**src/rtl/input_debouncer.sv**
```systemverilog
// rtl/input_debouncer.sv - per-channel synchronizer, debouncer and rise/fall/long-press pulse generator
module input_debouncer #(
    parameter int N               = 2,
    parameter int DEBOUNCE_CYCLES = 1_000_000,
    parameter int HOLD_CYCLES     = 100_000_000
) (
    input  logic         clk,
    input  logic         rst,
    input  logic [N-1:0] sw_in,
    output logic [N-1:0] level,
    output logic [N-1:0] rise,
    output logic [N-1:0] fall,
    output logic [N-1:0] long_press
);

    localparam int CW = $clog2(DEBOUNCE_CYCLES);
    localparam int HW = $clog2(HOLD_CYCLES + 1);
    localparam logic [CW-1:0] CNT_LAST  = CW'(DEBOUNCE_CYCLES - 1);
    localparam logic [HW-1:0] HOLD_MAX  = HW'(HOLD_CYCLES);
    localparam logic [HW-1:0] HOLD_LAST = HW'(HOLD_CYCLES - 1);

    typedef enum logic [1:0] {
        LOW       = 2'd0,
        WAIT_HIGH = 2'd1,
        HIGH      = 2'd2,
        WAIT_LOW  = 2'd3
    } state_t;

    for (genvar i = 0; i < N; i++) begin : g_ch
        logic          s1, s2;
        state_t        state, state_nx;
        logic [CW-1:0] cnt, cnt_nx;
        logic [HW-1:0] hcnt, hcnt_nx;
        logic          level_q, rise_q, fall_q, lp_q;
        logic          level_nx, rise_nx, fall_nx, lp_nx;

        always_ff @(posedge clk) begin
            if (rst) begin
                s1      <= 1'b0;
                s2      <= 1'b0;
                state   <= LOW;
                cnt     <= '0;
                hcnt    <= '0;
                level_q <= 1'b0;
                rise_q  <= 1'b0;
                fall_q  <= 1'b0;
                lp_q    <= 1'b0;
            end else begin
                s1      <= sw_in[i];
                s2      <= s1;
                state   <= state_nx;
                cnt     <= cnt_nx;
                hcnt    <= hcnt_nx;
                level_q <= level_nx;
                rise_q  <= rise_nx;
                fall_q  <= fall_nx;
                lp_q    <= lp_nx;
            end
        end

        always_comb begin
            state_nx = state;
            cnt_nx   = cnt;
            hcnt_nx  = hcnt;
            rise_nx  = 1'b0;
            fall_nx  = 1'b0;
            lp_nx    = 1'b0;
            case (state)
                LOW: begin
                    if (s2) begin
                        state_nx = WAIT_HIGH;
                        cnt_nx   = '0;
                    end
                end
                WAIT_HIGH: begin
                    if (!s2) begin
                        state_nx = LOW;
                    end else if (cnt == CNT_LAST) begin
                        state_nx = HIGH;
                        rise_nx  = 1'b1;
                        hcnt_nx  = '0;
                    end else begin
                        cnt_nx = cnt + 1'b1;
                    end
                end
                HIGH: begin
                    if (!s2) begin
                        state_nx = WAIT_LOW;
                        cnt_nx   = '0;
                    end else if (hcnt != HOLD_MAX) begin
                        // saturating: the pulse can only fire on the single step into HOLD_MAX
                        hcnt_nx = hcnt + 1'b1;
                        lp_nx   = (hcnt == HOLD_LAST);
                    end
                end
                WAIT_LOW: begin
                    // hcnt is deliberately left alone so a glitch cannot re-arm long_press
                    if (s2) begin
                        state_nx = HIGH;
                    end else if (cnt == CNT_LAST) begin
                        state_nx = LOW;
                        fall_nx  = 1'b1;
                    end else begin
                        cnt_nx = cnt + 1'b1;
                    end
                end
                default: state_nx = LOW;
            endcase
            level_nx = (state_nx == HIGH) || (state_nx == WAIT_LOW);
        end

        assign level[i]      = level_q;
        assign rise[i]       = rise_q;
        assign fall[i]       = fall_q;
        assign long_press[i] = lp_q;
    end

endmodule

```
**config.mk**
```make
export PLATFORM = sky130hd
export DESIGN_NAME = input_debouncer
export DESIGN_NICKNAME = d
export VERILOG_FILES = /design/src/rtl/input_debouncer.sv
export SDC_FILE = /design/constraint.sdc
export NUM_CORES = 1
export LEC_CHECK = 0
export CORE_ASPECT_RATIO = 1.4
export CORE_MARGIN = 2
export CORE_UTILIZATION = 46
export DETAILED_ROUTE_END_ITERATION = 7
export GPL_ROUTABILITY_DRIVEN = 0
export PLACE_DENSITY_LB_ADDON = 0.08
export SYNTH_ARGS = -nofsm -noshare
export SYNTH_HDL_FRONTEND = slang
export SYNTH_SLANG_ARGS = --single-unit
```
**constraint.sdc**
```tcl
create_clock -name clk -period 6.1 [get_ports clk]
set_input_delay 0.915 -clock clk [delete_from_list [all_inputs] [get_ports clk]]
set_output_delay 0.915 -clock clk [all_outputs]
set_load 0.03 [all_outputs]
```
* Word level (Yosys, flattened, before mapping)
Cells that the tools add are included.
** Word-level totals
- Register bits :: 110
- Output and inout port bits :: 8
- Word-level logic and storage cells :: 116
** Cells by class
- Bitwise gates (word level) :: 10
- Multiplexer cells :: 38
- $add $sub $neg :: 4
- Equal/unequal tests :: 30
- Reduce and logical (&&, ||, !) cells :: 16
** Operator list (number)
- 2-to-1 mux 27 bit :: 8
- 2-to-1 mux 20 bit :: 10
- one-hot mux 20 bit (4 select lines) :: 2
- one-hot mux 27 bit (2 select lines) :: 2
- adder 27 x 1 -> 27 bit (second input constant) :: 2
- equality test 27 bit (second input constant) :: 2
- != test 27 bit (second input constant) :: 2
- adder 20 x 1 -> 20 bit (second input constant) :: 2
- equality test 20 bit (second input constant) :: 2
- != test 2 bit (second input constant) :: 14
- 2-to-1 mux 2 bit :: 12
- equality test 2 bit (second input constant) :: 8
- one-hot mux 2 bit (4 select lines) :: 2
- OR reduction 3 bit :: 4
- inverter 1 bit :: 10
- AND reduction 5 bit :: 2
- AND reduction 4 bit :: 2
- OR reduction 4 bit :: 2
- equality test 2 x 1 -> 1 bit (second input constant) :: 2
- logical NOT 2 bit :: 2
- nonzero test 2 bit :: 2
- logical OR 1 bit :: 2
- 2-to-1 mux 1 bit :: 2

* Longest topological paths before layout
- Depth after elaboration :: 6
- Mapped depth :: 9

* Worst setup path after synthesis
OpenSTA, ideal clock, no wires.
- Kind :: flip-flop to flip-flop
- Start point :: register g_ch[0].cnt[0]
- End point :: register g_ch[0].hcnt[26]
- Cell stages (with the launch flop) :: 9
- Setup time :: 0.071 ns
- Setup slack :: 3.637 ns
- Arrival time :: 2.392 ns
- Buffers on the path :: 1
- Path through :: dfxtp_1 ha_1 nand2_1 or3_1 or4_1 buf_2 a211o_1 or3_1 a21oi_1
** On the way
- Longest elaborated chain between the ends :: 3
** Ends and longest elaborated chain
- start, declared :: line 32 : logic [CW-1:0] cnt, cnt_nx;
- start signal, assigned :: line 52 : cnt <= cnt_nx;
- equality test 20 bit :: line 78 : end else if (cnt == CNT_LAST) begin
- != test 2 bit (no source line)
- AND reduction 5 bit (no source line)
- end signal, assigned :: line 53 : hcnt <= hcnt_nx;
- end, declared :: line 33 : logic [HW-1:0] hcnt, hcnt_nx;
No other way between the ends.
A chain may end at the register's enable or synchronous reset.

* Final worst setup path
- Start point :: register g_ch[0].cnt[0]
- End point :: register g_ch[0].hcnt[5]
Same word-level chain as after synthesis.

==> results.cfg <==
[logic_synthesis]
ys_seq_area_frac = 0.4121
netlist_instances = 631
synthFlopType = dfxtp_1
dominant_combinational_cell_family_by_area_after_synthesis = simple AND/OR/NAND/NOR gates
synthesis.area_per_instance_um2 = 8.392
synth_seq_cells = 109
synth_area_um2 = 5295
synth.mux.area_fraction = 0.01181
ys_async_sr_fraction = 0
compound_gate_fraction_of_synth_area = 0.09853
post_synth_num_cell_types = 47
mappedNetlistNets = 641
synthXorXnorAreaFrac = 0.1207
synth_enable_flop_cells = 0
synth_fa_ha_area_frac = 0.01418
synth-simple-area-share = 0.2996
synth-warning-count = 0

[detailed_routing]
route.antenna.remaining_nets = 0
drt-initial-drc-count = 136
drt-total-wl_um = 10500
detail_route.wl_per_cell_um = 13.65
first_pass_iters = 4
route.vias.total = 4214
detail_route.drc_violations = 0
via_per_instance_ratio = 5.480

[clocking]
holdBufCountCts = 0
clk_pin_slew_ps = 60
clock_tree.buffer_depth = 2
cts_tree = yes
cts_inserted_buffers = 9
post_cts.repair.setup_buffers = 0
cts_root_buffer = clkbuf_16
htree_num_levels = 3
clock_latency_ps = 340
clock_sink_count = 109
ctsResizeCount = 0

[global_routing]
antenna_violations_before_repair = 0
grtUsageTotal = 0.1785
number_of_global_route_vias_before_repair = 4038
grt_max_degree = 28
gr-total-overflow = 0
wire_length_of_the_first_global_routing_pass_um = 18080

[timing]
hold_slack_ps = 439.4
finalSetupViolCount = 0
finClkSkew_ps = 7.822
worst_pin_slew_ps = 1101
achievable-frequency_mhz = 295.3
final.period_utilization = 0.5552
timing.final.max_slew_violations = 0
rsz_0062_raised_after_global_routing = false
period_minus_slack_ps = 3387
number_of_hold_violations_in_the_final_report = 0
slew_headroom = 0.2613
fin_tns_setup_ps = 0

[layout]
finalCoreUtilization = 0.5095
multi_input_comb_area_um2 = 2890
layout.cells.most_common = dfxtp_1
regArea_um2 = 2182
fill_cells = 1124
layout_common_cells = dfxtp_1 (109), nor2_1 (95), xnor2_1 (54)
finish.net_count = 633
layout-area-overhead-vs-synth_pct = 8.554
layout-drive-gt1-share = 0.04160
n_antenna_cell = 0

[power_and_ir_drop]
vdd_ir_drop_max_mv = 0.1741
power.density_cell_area_nw_per_um2 = 228.5
power_leakage_nw = 1.763

[critical_path]
critical_path.startpoint_type = register
timing.critical_path.to_type = register
cp_data_required_time_ps = 6370
crit_path_max_fanout = 17
worst-setup-path-type = register to register
cp.arrival_ps = 3660

[floorplan]
num_rows = 46
floorplan.initialDensity = 0.4694
design.portCount = 12
fp.dieArea_um2 = 12400
die_w_um = 94.68
fp.dieH_um = 130.9
core_ar_um2 = 11280

[run_status]
outcome = finished clean

[hold_path]
hp-class = register to register

[run]
max-cap-violations = 0

[placed_design]
port_buffers = 11
hpwl_um = 7289
[cells in the mapped netlist (2+ instances only)]
cell type / number / area [um^2]
a21boi_0: 2 / 15.01
and3_1: 14 / 87.58
nand2_1: 44 / 165.2
nor4b_1: 11 / 96.34
nor2b_1: 10 / 62.56
a21o_1: 3 / 22.52
nor3_1: 19 / 95.09
nand4_1: 23 / 143.9
nor4_1: 8 / 50.05
dfxtp_1: 109 / 2182
inv_1: 17 / 63.81
or4_1: 4 / 30.03
buf_1: 2 / 7.510
nor2_1: 95 / 356.6
xor2_1: 19 / 166.4
nand3_1: 41 / 205.2
clkbuf_1: 22 / 82.58
a211oi_1: 15 / 112.6
o21ai_0: 8 / 40.04
ha_1: 6 / 75.07
a21bo_2: 4 / 40.04
mux2_2: 2 / 22.52
a2111oi_0: 8 / 70.07
a21oi_1: 28 / 140.1
and4_1: 8 / 70.07
nand4b_1: 3 / 26.28
xnor2_1: 54 / 473.0
mux2i_1: 4 / 40.04
a211o_1: 2 / 17.52
and2_1: 3 / 18.77
buf_2: 2 / 10.01
or3_1: 9 / 56.30
buf_4: 8 / 60.06
nor4bb_1: 2 / 20.02
nand3b_1: 5 / 37.54
nand2b_1: 6 / 37.54
[cell families (layout without fill, tap and decap cells)]
logic type                 after synthesis  after routing
and+or+nand+nor                        308            308
muxes                                    6              6
buffers and inverters                   52             46
xor gates and xnor gates                73             73
adders and majority gates                6              6
DFF                                    109            109
AOI/OAI and AO/OA                       77             77
[final timing paths]
check	slack, ps	end	depth (start not counted)	startpoint
setup / recovery	2710	g_ch[0].hcnt[5]$_SDFFE_PP0P_	7	g_ch[0].cnt[0]$_SDFFE_PP0P_
hold / removal	440	g_ch[1].s2$_SDFF_PP0_	1	g_ch[1].s1$_SDFF_PP0_
setup reg to reg	2710	g_ch[0].hcnt[5]$_SDFFE_PP0P_	7	g_ch[0].cnt[0]$_SDFFE_PP0P_
hold reg to reg	440	g_ch[1].s2$_SDFF_PP0_	1	g_ch[1].s1$_SDFF_PP0_
[cell type report]
class / count / share of cell area
Inverter: 18 / 0.01175
Sequential cell: 109 / 0.3796
Tap cell: 144 / 0.03135
Clock buffer: 11 / 0.04397
Multi-Input combinational cell: 470 / 0.5028
Timing Repair Buffer: 15 / 0.02438
Clock inverter: 2 / 0.006095
[per-layer routing]
metal,GRT usage,part of all wire,vias to the layer above
met5,0,0,-
met4,0.06735,0.017,0
met3,0.03670,0.027,16
met2,0.3066,0.49,57
met1,0.2191,0.47,1958
li1,-,-,2183
[critical path: stages, from the launching register on]
cell	delay, ps
dfxtp_1	370
ha_1	250
nand2_1	100
or3_1	370
or4_1	780
a21oi_1	940
and4_1	340
mux2i_1	170
[stage by stage]
step	instances	total power, mW	worst slack [ps]	instance area [um^2]
after floorplan	631	0.7470	3637	5295
after global placement	756	0.7541	2812	5460
after detailed placement	756	0.7543	2722	5460
after CTS	769	1.336	2704	5748
after global routing	769	1.361	2452	5748
final	769	1.313	2713	5748
[sequential cells by signal (all words and copies together) (netlist names)]
| register | cells |
|---|---|
| g_ch.hcnt | 54 |
| g_ch.cnt | 40 |
| g_ch.state | 4 |
| g_ch.fall_q | 2 |
| g_ch.lp_q | 2 |
| g_ch.rise_q | 2 |
| g_ch.s1 | 2 |
| g_ch.s2 | 2 |
| g_ch.level_q | 1 |
[power by group]
part | total [mW] | internal [mW] | switching, mW | leakage (nW)
logic | 0.0230 | 0.00582 | 0.0172 | 0.741
registers | 0.715 | 0.713 | 0.00166 | 0.878
clock network | 0.576 | 0.333 | 0.242 | 0.143
Power figures use the tool's default switching activity.
